--- src/rtl/udp_frame_ack_rx.sv ---
// Receive side of a length-prefixed frame handshake. The block captures the
// length and header, acknowledges the buffered source once downstream is
// ready, then forwards or discards the payload.
//
// state    | meaning
// ---------+------------------------------------------------------------
// IDLE     | waiting for len_hi
// LEN_LO   | waiting for len_lo
// HEAD     | shifting in HEAD_BYTES header bytes
// ACK_WAIT | header complete; in_ack pulses when out_ready (or bad length)
// PAYLOAD  | forwarding payload with one cycle of latency
// DISCARD  | consuming payload of a bad-length frame without output
module udp_frame_ack_rx #(
  parameter int          HEAD_BYTES = 12,
  parameter logic [15:0] MAX_LEN    = 16'd1600
) (
  input  logic                    tx_clk,
  input  logic                    tx_rst_n,
  input  logic [7:0]              in_data,
  input  logic                    in_valid,
  output logic                    in_ack,
  input  logic                    out_ready,
  output logic [8*HEAD_BYTES-1:0] hdr,
  output logic                    hdr_valid,
  output logic [15:0]             out_len,
  output logic [7:0]              out_data,
  output logic                    out_valid,
  output logic                    out_sop,
  output logic                    out_eop,
  output logic                    err_len,
  output logic                    err_trunc,
  output logic                    err_ovr,
  output logic [15:0]             frame_cnt,
  output logic [15:0]             drop_cnt
);

  localparam int         HW      = 8 * HEAD_BYTES;
  localparam logic [15:0] HB16   = 16'(HEAD_BYTES);
  localparam logic [3:0]  HB_LAST = 4'(HEAD_BYTES - 1);

  typedef enum logic [2:0] {
    IDLE, LEN_LO, HEAD, ACK_WAIT, PAYLOAD, DISCARD
  } state_t;

  state_t        state_q, state_d;
  logic [15:0]   len_q, len_d;
  logic [3:0]    hcnt_q, hcnt_d;
  logic [HW-1:0] hdr_sr_q, hdr_sr_d;
  logic [HW-1:0] hdr_q, hdr_d;
  logic          hdr_valid_q, hdr_valid_d;
  logic [15:0]   out_len_q, out_len_d;
  logic [15:0]   tgt_q, tgt_d;
  logic [15:0]   bcnt_q, bcnt_d;
  logic          bad_q, bad_d;
  logic          in_ack_q, in_ack_d;
  logic [7:0]    out_data_q, out_data_d;
  logic          out_valid_q, out_valid_d;
  logic          out_sop_q, out_sop_d;
  logic          out_eop_q, out_eop_d;
  logic          err_len_q, err_len_d;
  logic          err_trunc_q, err_trunc_d;
  logic          err_ovr_q, err_ovr_d;
  logic [15:0]   frame_cnt_q, frame_cnt_d;
  logic [15:0]   drop_cnt_q, drop_cnt_d;
  logic          trunc_now;
  logic          len_good;
  logic [15:0]   len_rem;
  logic [15:0]   bcnt_inc;

  assign len_good = (len_q > HB16) && (len_q <= MAX_LEN);
  assign len_rem  = (len_q > HB16) ? (len_q - HB16) : 16'd0;
  assign bcnt_inc = bcnt_q + 16'd1;

  // Next-state, datapath and output pulse decisions.
  always_comb begin
    state_d     = state_q;
    len_d       = len_q;
    hcnt_d      = hcnt_q;
    hdr_sr_d    = hdr_sr_q;
    hdr_d       = hdr_q;
    hdr_valid_d = 1'b0;
    out_len_d   = out_len_q;
    tgt_d       = tgt_q;
    bcnt_d      = bcnt_q;
    bad_d       = bad_q;
    in_ack_d    = 1'b0;
    out_data_d  = 8'd0;
    out_valid_d = 1'b0;
    out_sop_d   = 1'b0;
    out_eop_d   = 1'b0;
    err_len_d   = 1'b0;
    err_trunc_d = 1'b0;
    err_ovr_d   = 1'b0;
    frame_cnt_d = frame_cnt_q;
    drop_cnt_d  = drop_cnt_q;
    trunc_now   = 1'b0;

    unique case (state_q)
      IDLE: begin
        if (in_valid) begin
          len_d   = {in_data, len_q[7:0]};
          state_d = LEN_LO;
        end
      end
      LEN_LO: begin
        if (in_valid) begin
          len_d   = {len_q[15:8], in_data};
          hcnt_d  = 4'd0;
          state_d = HEAD;
        end
      end
      HEAD: begin
        if (in_valid) begin
          hdr_sr_d = {hdr_sr_q[HW-9:0], in_data};
          hcnt_d   = hcnt_q + 4'd1;
          if (hcnt_q == HB_LAST) begin
            bcnt_d  = 16'd0;
            tgt_d   = len_rem;
            state_d = ACK_WAIT;
            if (len_good) begin
              bad_d = 1'b0;
              // Ack can go out immediately, so the source sees it one
              // cycle after its last header byte.
              if (out_ready) begin
                in_ack_d    = 1'b1;
                hdr_valid_d = 1'b1;
                hdr_d       = hdr_sr_d;
                out_len_d   = len_rem;
              end
            end else begin
              bad_d     = 1'b1;
              err_len_d = 1'b1;
              in_ack_d  = 1'b1;
            end
          end
        end else begin
          err_trunc_d = 1'b1;
          if (drop_cnt_q != 16'hFFFF) drop_cnt_d = drop_cnt_q + 16'd1;
          state_d = IDLE;
        end
      end
      ACK_WAIT: begin
        if (in_ack_q) begin
          state_d = bad_q ? DISCARD : PAYLOAD;
        end else begin
          if (in_valid) err_ovr_d = 1'b1;
          if (out_ready) begin
            in_ack_d    = 1'b1;
            hdr_valid_d = 1'b1;
            hdr_d       = hdr_sr_q;
            out_len_d   = tgt_q;
          end
        end
      end
      PAYLOAD: begin
        if (in_valid) begin
          out_valid_d = 1'b1;
          out_data_d  = in_data;
          out_sop_d   = (bcnt_q == 16'd0);
          bcnt_d      = bcnt_inc;
          if (bcnt_inc == tgt_q) begin
            out_eop_d = 1'b1;
            if (frame_cnt_q != 16'hFFFF) frame_cnt_d = frame_cnt_q + 16'd1;
            state_d = IDLE;
          end
        end else if (bcnt_q != 16'd0) begin
          // Byte on the output right now is the last one we will get.
          trunc_now   = 1'b1;
          err_trunc_d = 1'b1;
          if (drop_cnt_q != 16'hFFFF) drop_cnt_d = drop_cnt_q + 16'd1;
          state_d = IDLE;
        end
      end
      DISCARD: begin
        if (tgt_q == 16'd0) begin
          // Nothing to discard; a byte here already belongs to the next frame.
          if (drop_cnt_q != 16'hFFFF) drop_cnt_d = drop_cnt_q + 16'd1;
          if (in_valid) begin
            len_d   = {in_data, len_q[7:0]};
            state_d = LEN_LO;
          end else begin
            state_d = IDLE;
          end
        end else if (in_valid) begin
          bcnt_d = bcnt_inc;
          if (bcnt_inc == tgt_q) begin
            if (drop_cnt_q != 16'hFFFF) drop_cnt_d = drop_cnt_q + 16'd1;
            state_d = IDLE;
          end
        end else if (bcnt_q != 16'd0) begin
          if (drop_cnt_q != 16'hFFFF) drop_cnt_d = drop_cnt_q + 16'd1;
          state_d = IDLE;
        end
      end
      default: state_d = IDLE;
    endcase
  end

  // State and datapath registers; reset clears everything, aborting any frame.
  always_ff @(posedge tx_clk or negedge tx_rst_n) begin
    if (!tx_rst_n) begin
      state_q     <= IDLE;
      len_q       <= 16'd0;
      hcnt_q      <= 4'd0;
      hdr_sr_q    <= '0;
      hdr_q       <= '0;
      hdr_valid_q <= 1'b0;
      out_len_q   <= 16'd0;
      tgt_q       <= 16'd0;
      bcnt_q      <= 16'd0;
      bad_q       <= 1'b0;
      in_ack_q    <= 1'b0;
      out_data_q  <= 8'd0;
      out_valid_q <= 1'b0;
      out_sop_q   <= 1'b0;
      out_eop_q   <= 1'b0;
      err_len_q   <= 1'b0;
      err_trunc_q <= 1'b0;
      err_ovr_q   <= 1'b0;
      frame_cnt_q <= 16'd0;
      drop_cnt_q  <= 16'd0;
    end else begin
      state_q     <= state_d;
      len_q       <= len_d;
      hcnt_q      <= hcnt_d;
      hdr_sr_q    <= hdr_sr_d;
      hdr_q       <= hdr_d;
      hdr_valid_q <= hdr_valid_d;
      out_len_q   <= out_len_d;
      tgt_q       <= tgt_d;
      bcnt_q      <= bcnt_d;
      bad_q       <= bad_d;
      in_ack_q    <= in_ack_d;
      out_data_q  <= out_data_d;
      out_valid_q <= out_valid_d;
      out_sop_q   <= out_sop_d;
      out_eop_q   <= out_eop_d;
      err_len_q   <= err_len_d;
      err_trunc_q <= err_trunc_d;
      err_ovr_q   <= err_ovr_d;
      frame_cnt_q <= frame_cnt_d;
      drop_cnt_q  <= drop_cnt_d;
    end
  end

  assign in_ack    = in_ack_q;
  assign hdr       = hdr_q;
  assign hdr_valid = hdr_valid_q;
  assign out_len   = out_len_q;
  assign out_data  = out_data_q;
  assign out_valid = out_valid_q;
  assign out_sop   = out_sop_q;
  assign out_eop   = out_eop_q | trunc_now;
  assign err_len   = err_len_q;
  assign err_trunc = err_trunc_q;
  assign err_ovr   = err_ovr_q;
  assign frame_cnt = frame_cnt_q;
  assign drop_cnt  = drop_cnt_q;

endmodule

--- config.mk ---
export PLATFORM = sky130hd
export DESIGN_NAME = udp_frame_ack_rx
export DESIGN_NICKNAME = d
export VERILOG_FILES = /design/src/rtl/udp_frame_ack_rx.sv
export SDC_FILE = /design/constraint.sdc
export NUM_CORES = 1
export LEC_CHECK = 0
export CORE_ASPECT_RATIO = 2
export CORE_UTILIZATION = 55
export DETAILED_ROUTE_END_ITERATION = 6
export PLACE_DENSITY = 0.75
export SLEW_MARGIN = 20
export SYNTH_ARGS = -nofsm -noshare
export SYNTH_HDL_FRONTEND = slang
export SYNTH_SLANG_ARGS = --single-unit
--- constraint.sdc ---
create_clock -name tx_clk -period 5.8 [get_ports tx_clk]
set_clock_uncertainty 0.2 [all_clocks]
set_input_delay 1.16 -clock tx_clk [delete_from_list [all_inputs] [get_ports tx_clk]]
set_output_delay 1.16 -clock tx_clk [all_outputs]
set_load 0.1 [all_outputs]
* Word-level counts from Yosys, hierarchy flattened
Cells that the tools add are included.
Word-level totals: input port bits 12, logic and storage cells 151, bits in registers 312, output and inout port bits 160
Operators by class: bitwise logic cells 2, eq/ne operators 24, order comparisons 2, $add $sub $neg 5, muxes and demuxes 77, reduce and logical (&&, ||, !) cells 20
Operator list (count):
- two-way mux 96 bit | 6
- two-way mux 16 bit | 20
- one-hot mux 96 bit (2 select lines) | 1
- one-hot mux 16 bit (3 select lines) | 3
- adder 16 x 1 -> 16 bit (second input constant) | 3
- zero test 16 bit | 2
- inequality test 16 bit (second input constant) | 2
- one-hot mux 16 bit (2 select lines) | 1
- two-way mux 1 bit | 27
- two-way mux 3 bit | 9
- inequality test 2 bit (second input constant) | 13
- two-way mux 8 bit | 3
- one-hot mux 3 bit (6 select lines) | 1
- equality test 16 bit | 1
- > comparator 16 x 4 -> 1 bit (second input constant) | 1
- <= comparator 16 x 11 -> 1 bit (second input constant) | 1
- AND reduction 4 bit | 4
- nonzero test 16 bit | 1
- subtractor 16 x 4 -> 16 bit (second input constant) | 1
- AND reduction 3 bit | 4
- two-way mux 4 bit | 2
- one-hot mux 4 bit (2 select lines) | 1
- AND reduction 7 bit | 1
- equality test 3 x 2 -> 1 bit (second input constant) | 2
- other kinds (14) | 20

* Depth between registers and ports, before layout
Gate-level depths: netlist of the first run.
depth after elaboration 7, gate-level depth with buffers 11, depth with buffers taken out 10

* Worst setup path after synthesis of the first run
No wires, ideal clock.
path kind input -> output, from in in_valid, to out out_eop, buffers on the path 1, stages 3, arrival 2.211 ns, path slack 2.229 ns, data required time 4.440 ns, cell sequence clkbuf_1 -> nor3_1 -> a21o_1
Between the ends: word-level cells in the longest chain between the ends 3
Ends and longest elaborated chain:
- from (decl) | line 20 | input logic in_valid,
- two-way mux 1 bit | line 156 | if (in_valid) begin
- two-way mux 1 bit | line 98 | unique case (state_q)
- OR 1 bit | line 253 | assign out_eop = out_eop_q | trunc_now;
- to (decl) | line 29 | output logic out_eop,
No other way between the ends.

* Worst setup path in the final report of the first run
from reg bcnt_q[3], to reg drop_cnt_q[14] (netlist: drop_cnt[14])
Between the ends: word-level cells in the longest chain between the ends 5, elaborated cells between the ends (all ways) 10, classes of those cells add/sub (1); eq/ne (2); mux (5); reduce/logical (2)
Ends and longest elaborated chain:
- from (decl) | line 53 | logic [15:0] bcnt_q, bcnt_d;
- from (signal assigned) | line 231 | bcnt_q <= bcnt_d;
- parallel branches: the longest is 5 deep, another holds adder 16 x 1 -> 16 bit
- to (signal assigned) | line 242 | drop_cnt_q <= drop_cnt_d;
- to (decl) | line 64 | logic [15:0] drop_cnt_q, drop_cnt_d;
Several ways; the timed one is not identified. The select of a mux whose other input is x is not followed. A chain may end at the register's enable or synchronous reset.

==> results.md, run 1 <==
- Power Internal: 4.79 mW
- Total wire length: 36.0 mm
- Worst max-slew margin expressed relative to the limit: 0.269
- Cell count after synthesis: 1481
- Final-report setup violation count: 0
- Transition time at the pin with the least slew margin: 1.09 ns
- Post-route minimum period: 4.37 ns
- Predominant post-synthesis flop cell: dfrtp_1
- Number of antenna violations at the first check in global routing: 0
- Post-Synthesis Cell Area: 14200 µm²
- Worst reg2reg startpoint: bcnt_q[3]
- Cells taking the most area after synthesis: dfrtp_1 (55%), nand2_1 (12%), mux2i_1 (7.1%)
- Antenna Cells: 0
- Later-pin clock latency in the skew report: 0.55 ns
- Worst ir drop on vdd: 403 µV
- Startpoint type of the worst setup path: flip-flop
- Unique cell type count in the Yosys netlist: 55
- Initial Util: 0.562
- Leakage power figure: 8.18 nW
- Hold Vio Cnt, Final: 0
- Avg Cell Area, Syn: 9.58 µm²
- Die height: 229 µm
- Register-to-register setup slack: 1.43 ns
- Kind of cell with the highest combined delay on the critical path: simple AND/OR/NAND/NOR gates
- Result of the run: completed
- Class of the most critical hold timing path: flip-flop to flip-flop
- Number of DRC markers after the initial detailed-route iteration: 765
- Total non-filler cell area in the finished layout: 17100 µm²
- Most common cell after layout, fill and taps aside: nand2_1
- Ordered cell list for the critical path: nand4_1 -> or4_1 -> xnor2_1 -> o21ai_0 -> nor4_1 -> o21ai_0 -> nor3_1 -> mux2_2
- Setup TNS: 0 ns
- Vias in the first global route: 11100
- NumNets Final: 1629
- Total half-perimeter wirelength after legalization and detailed placement: 24.9 mm
- EDFF count, synth: 0
- Layer with the highest usage: met2
- Top-area cell type share of the netlist area: 0.550
- Synth Register Bits: 312
- Upper clock frequency limit: 229 MHz
- Post-Place Cells: 1916
- Antenna-violating nets left: 0
- Number of DRC violations after detailed routing: 0
- Global-route wire length before repair: 57.9 mm
- Layout cell share with drive strength beyond 1: 0.0607
- P_sw: 4.30 mW
- Net Sw Frac: 0.473
- Total power density per cell area: 533 nW/µm²
- Area delta synth->final: 20.4%
- Final Wtd Congestion: 0.932
- CP peak stage delay: 0.77 ns
- Top-level I/O count: 172
- GR Util met3: 0.0389
- Number of buffer and inverter instances along the worst setup path: 0
- Largest net degree at the start of global routing: 144
- Clock-pin slew on the worst setup and hold paths: 0.07 ns
- Setup crit end kind: flip-flop
- Post-synth net total: 1500
- CTS buffer count: 28
- Final Core Density: 0.676
- Mean routed wirelength per cell: 18.3 µm
- Sequential fraction of design power: 0.350
- Reg-to-reg critical path endpoint: drop_cnt[14]
- Setup repair after global routing missed its margin: no
- Row Count: 82
- Cell type with the highest occurrence count on the critical path: o21ai_0
- Critical path peak fanout: 10
- Arrival @ worst endpoint: 4.60 ns
- Die Width: 116 µm
- CP Class: flip-flop to flip-flop
- Total cell area at the placement stage: 16100 µm²
- Share of synthesized flip-flops with an asynchronous set or reset: 1.00
- Share of the cycle needed by the critical path after routing: 0.753
- Hold path depth: 2
- Overall routing resource usage: 0.283
- Levels on crit path: 8
- Detailed-routing iteration count for the pre-antenna-repair pass: 5
- Yosys warning count: 0
- Number of non-filler instances in the completed layout: 1968
- H-tree Lvls: 1
- Count of cells resized by post-cts repair: 0
- Cell type with the highest aggregate area in the netlist: dfrtp_1
- CTS tree: built
- Worst-path cell with the longest stage delay: nor4_1
- Met1 layer usage reported by global route: 0.302
- Count of input and output buffers: 171
- Crit path required time: 6.04 ns
- Post-cts hold buffer count: 0
- Total clock sinks: 312
- Share of power burned in combinational logic: 0.437
- Total via count after detailed routing: 10900
- Count of max-cap constraint violations: 0
- Total die area: 26500 µm²
- Max Transition Viols Final: 0
- Highest-count cells in the layout ignoring fill and taps: nand2_1 (465), dfrtp_1 (312), clkdlybuf4s50_1 (169), o21ai_0 (152), mux2i_1 (100)
- Std-Cell Core Area: 25200 µm²
- Clock power share: 0.212
- Proportion of synthesized chip area in sequential cells: 0.550
- Library cell used as clock root buffer: clkbuf_16
- Hold Path Sink: hdr_sr_q[89]
- Ratio of routed vias to standard cells: 5.54
- Worst-case clock buffer depth: 3
- Reg2reg path depth: 8
- Overflow left after global routing: 0
- Postcts setup bufs: 0
- Hold path startpoint: hdr_sr_q[89]
- Global-route track usage on met2: 0.516
==> registers in the layout (all words and copies together), names as in the netlist, 16 cells and up <==
name / cells
bcnt_q: 16
frame_cnt: 16
out_len: 16
tgt_q: 16
drop_cnt: 16
hdr: 96
hdr_sr_q: 96
len_q: 16
==> synth_stat cells, types with 5 or more instances <==
master / count
mux2i_1: 100
xnor2_1: 43
nor4_1: 13
inv_1: 11
o21ai_0: 152
o31ai_1: 20
buf_4: 6
ha_1: 7
a21o_1: 5
clkbuf_1: 69
nor3_1: 26
xor2_1: 15
and2_1: 14
nor2b_1: 8
nand2_1: 465
nand4_1: 21
nand2b_1: 9
or3_1: 5
and3_1: 5
nor2_1: 45
buf_2: 6
dfrtp_1: 312
mux2_2: 20
a21oi_1: 27
nand3_1: 22
==> through the flow <==
stage | setup WS, ns | power, mW | hold slack (ns)
3_5_place_dp | 1.39 | 7.21 | 0.263
2_1_floorplan | 2.23 | 6.11 | 0.246
5_1_grt | 1.26 | 9.49 | 0.302
4_1_cts | 1.49 | 9.16 | 0.280
6_report | 1.43 | 9.10 | 0.276
3_3_place_gp | 1.51 | 7.14 | 0.258
==> final cells by class <==
type	count	area [µm²]
Inverter	11	41.3
Multi-Input combinational cell	1071	6000
Timing Repair Buffer	186	1840
Tap cell	336	420
Clock buffer	39	823
Sequential cell	312	7810
Fill cell	2064	8170
Clock inverter	13	136
==> cell families after synthesis <==
kind of cell | share of synthesized area
multiplexers | 0.0865
flip-flops | 0.550
adder cells (fa/ha/maj) | 0.00617
AO/OA/AOI/OAI | 0.0897
XOR/XNOR | 0.0358
AND/OR/NAND/NOR | 0.202
buffers and inverters | 0.0291
==> worst min-delay path, cell delays in order, from the launching register on <==
cell and delay [ns]:
dfrtp_1 0.34, nand2_1 0.05, nand2_1 0.05
==> power groups by stage <==
| stage | clock, mW | sequential (mW) | combinational, mW |
|---|---|---|---|
| 2_1_floorplan | 0 | 4.81 | 1.29 |
| 3_3_place_gp | 0 | 3.20 | 3.94 |
| 3_5_place_dp | 0 | 3.21 | 3.99 |
| 4_1_cts | 1.97 | 3.18 | 4.01 |
| 5_1_grt | 2.03 | 3.25 | 4.21 |
| 6_report | 1.93 | 3.19 | 3.98 |
==> worst max-delay path by stage <==
stage                     startpoint       endpoint  slack, ns
final                      bcnt_q[3]   drop_cnt[14]       1.43
after global routing       bcnt_q[0]   drop_cnt[14]       1.26
after CTS                  bcnt_q[3]   drop_cnt[14]       1.49
after detailed placement    in_valid        hdr[40]       1.39
after global placement      in_valid  frame_cnt[12]       1.51
after floorplan             in_valid        out_eop       2.23
==> routing by layer <==
metal	share of wire	vias up
met3	0.038	103
met1	0.35	5323
met5	0	-
met2	0.55	242
met4	0.063	0
li1	-	5244
No activity file was read; power rests on OpenSTA's default activity.
==> run 2: changes to the inputs <==
Clock period 5.8 ns to 4.2 ns, I/O delays scaled along.
==> results.md, run 2 (synthesis results as in run 1) <==
- P_sw: 5.94 mW
- Count of input and output buffers: 171
- Max Transition Viols Final: 0
- Sequential fraction of design power: 0.346
- Later-pin clock latency in the skew report: 0.55 ns
- Clock-pin slew on the worst setup and hold paths: 0.07 ns
- NumNets Final: 1639
- Leakage power figure: 8.27 nW
- Count of max-cap constraint violations: 0
- Post-Place Cells: 1926
- Final hold slack: 0.0882 ns
- Mean routed wirelength per cell: 18.7 µm
- Area delta synth->final: 21.6%
- Global-route wire length before repair: 58.9 mm
- Overall routing resource usage: 0.289
- Die height: 229 µm
- Final Wtd Congestion: 0.919
- Post-cts hold buffer count: 0
- Count of cells resized by post-cts repair: 0
- PnR Total Power: 12.7 mW
- Worst-path cell with the longest stage delay: or4_1
- Transition time at the pin with the least slew margin: 1.10 ns
- Total clock sinks: 312
- Power Internal: 6.79 mW
- Std-Cell Core Area: 25200 µm²
- Cell type with the highest occurrence count on the critical path: o21ai_0
- Antenna Cells: 0
- Vias in the first global route: 11100
- Result of the run: completed
- CP peak stage delay: 0.64 ns
- Antenna-violating nets left: 0
- Total cell area at the placement stage: 16200 µm²
- Share of the cycle needed by the critical path after routing: 0.879
- Initial Util: 0.562
- Number of DRC violations after detailed routing: 0
- Library cell used as clock root buffer: clkbuf_16
- CP Class: flip-flop to flip-flop
- Total non-filler cell area in the finished layout: 17300 µm²
- Upper clock frequency limit: 271 MHz
- Highest-count cells in the layout ignoring fill and taps: nand2_1 (465), dfrtp_1 (312), clkdlybuf4s50_1 (169), o21ai_0 (152), mux2i_1 (100)
- Total via count after detailed routing: 11000
- Detailed-routing iteration count for the pre-antenna-repair pass: 5
- Final-report setup violation count: 0
- Total wire length: 37.0 mm
- Number of DRC markers after the initial detailed-route iteration: 670
- CTS tree: built
- Total power density per cell area: 738 nW/µm²
- Ratio of routed vias to standard cells: 5.58
- Startpoint type of the worst setup path: flip-flop
- Critical path peak fanout: 9
- Total half-perimeter wirelength after legalization and detailed placement: 25.7 mm
- Worst max-slew margin expressed relative to the limit: 0.262
- Ordered cell list for the critical path: nand2_1 -> or4_1 -> xnor2_1 -> o21ai_0 -> nor4_1 -> buf_4 -> o21ai_0 -> nor3_1 -> mux2_2
- Hold Vio Cnt, Final: 0
- Number of antenna violations at the first check in global routing: 0
- Class of the most critical hold timing path: input pin to async pin
- Post-route minimum period: 3.69 ns
- Layout cell share with drive strength beyond 1: 0.0659
- Arrival @ worst endpoint: 3.93 ns
- Die Width: 116 µm
- Setup TNS: 0 ns
- Overflow left after global routing: 0
- Most common cell after layout, fill and taps aside: nand2_1
- CTS buffer count: 28
- Net Sw Frac: 0.466
- Number of non-filler instances in the completed layout: 1976
- Worst Setup Slack post-DPL: 0.576 ns
- Final Core Density: 0.684
- Top-level I/O count: 172
- Setup crit end kind: flip-flop
- Postcts setup bufs: 0
- H-tree Lvls: 1
- Crit path required time: 4.44 ns
- Share of power burned in combinational logic: 0.435
- Total die area: 26500 µm²
- Largest net degree at the start of global routing: 100
- Clock power share: 0.219
- Row Count: 82
- Setup slack after layout: 0.509 ns
- Worst-case clock buffer depth: 3
- Setup repair after global routing missed its margin: no
- Worst ir drop on vdd: 647 µV
==> run 2: cell types whose count changed in the layout (fill, tap and decap cells not counted), moves of 2 or more <==
cell | before | now
buf_12 | 1 | 6
buf_4 | 14 | 20
bufinv_16 | 2 | 5
clkinv_4 | 2 | 0
==> run 2: final timing paths <==
kind / start / endpoint / slack (ns) / cells after the start
worst min register to register: hdr_sr_q[95] / hdr_sr_q[95] / 0.27 / 2
worst max register to register: bcnt_q[8] / drop_cnt[15] / 0.51 / 9
worst max-delay path: bcnt_q[8] / drop_cnt[15] / 0.51 / 9
max in group asynchronous: tx_rst_n / len_q[0] / 2.89 / 2
min in group tx_clk: hdr_sr_q[95] / hdr_sr_q[95] / 0.27 / 2
worst min-delay path: tx_rst_n / frame_cnt[5] / 0.09 / 1
==> run 2: critical path: cells and delay by family (launching register included) <==
kind / cells / cell delay [ns]
DFF: 1 / 0.53
xor gates and xnor gates: 1 / 0.39
buffers and inverters: 1 / 0.23
AOI/OAI and AO/OA: 2 / 0.39
and+or+nand+nor: 4 / 1.48
muxes: 1 / 0.35
==> run 2: final cells by class <==
type                       count  area [µm²]
tap                          336         420
clock buffer                  37         806
sequential                   312        7810
fill                        2045        7990
inverter                      11        41.3
timing repair buffer         196        1980
clock inverter                13         198
multi-input combinational   1071        6000
==> run 2: metal layers <==
metal  wire, µm  GRT usage
met1      13000      0.309
met2      20500      0.530
met3       1380     0.0376
met4       2180      0.167
met5          0          0
==> run 2: power groups by stage <==
stage / Clock, mW / Sequential [mW] / Combinational, mW
final: 2.79 / 4.40 / 5.54
after global routing: 2.93 / 4.50 / 5.85
after CTS: 2.84 / 4.40 / 5.57
after detailed placement: 0 / 4.44 / 5.55
after global placement: 0 / 4.43 / 5.48
after floorplan: 0 / 6.65 / 1.79
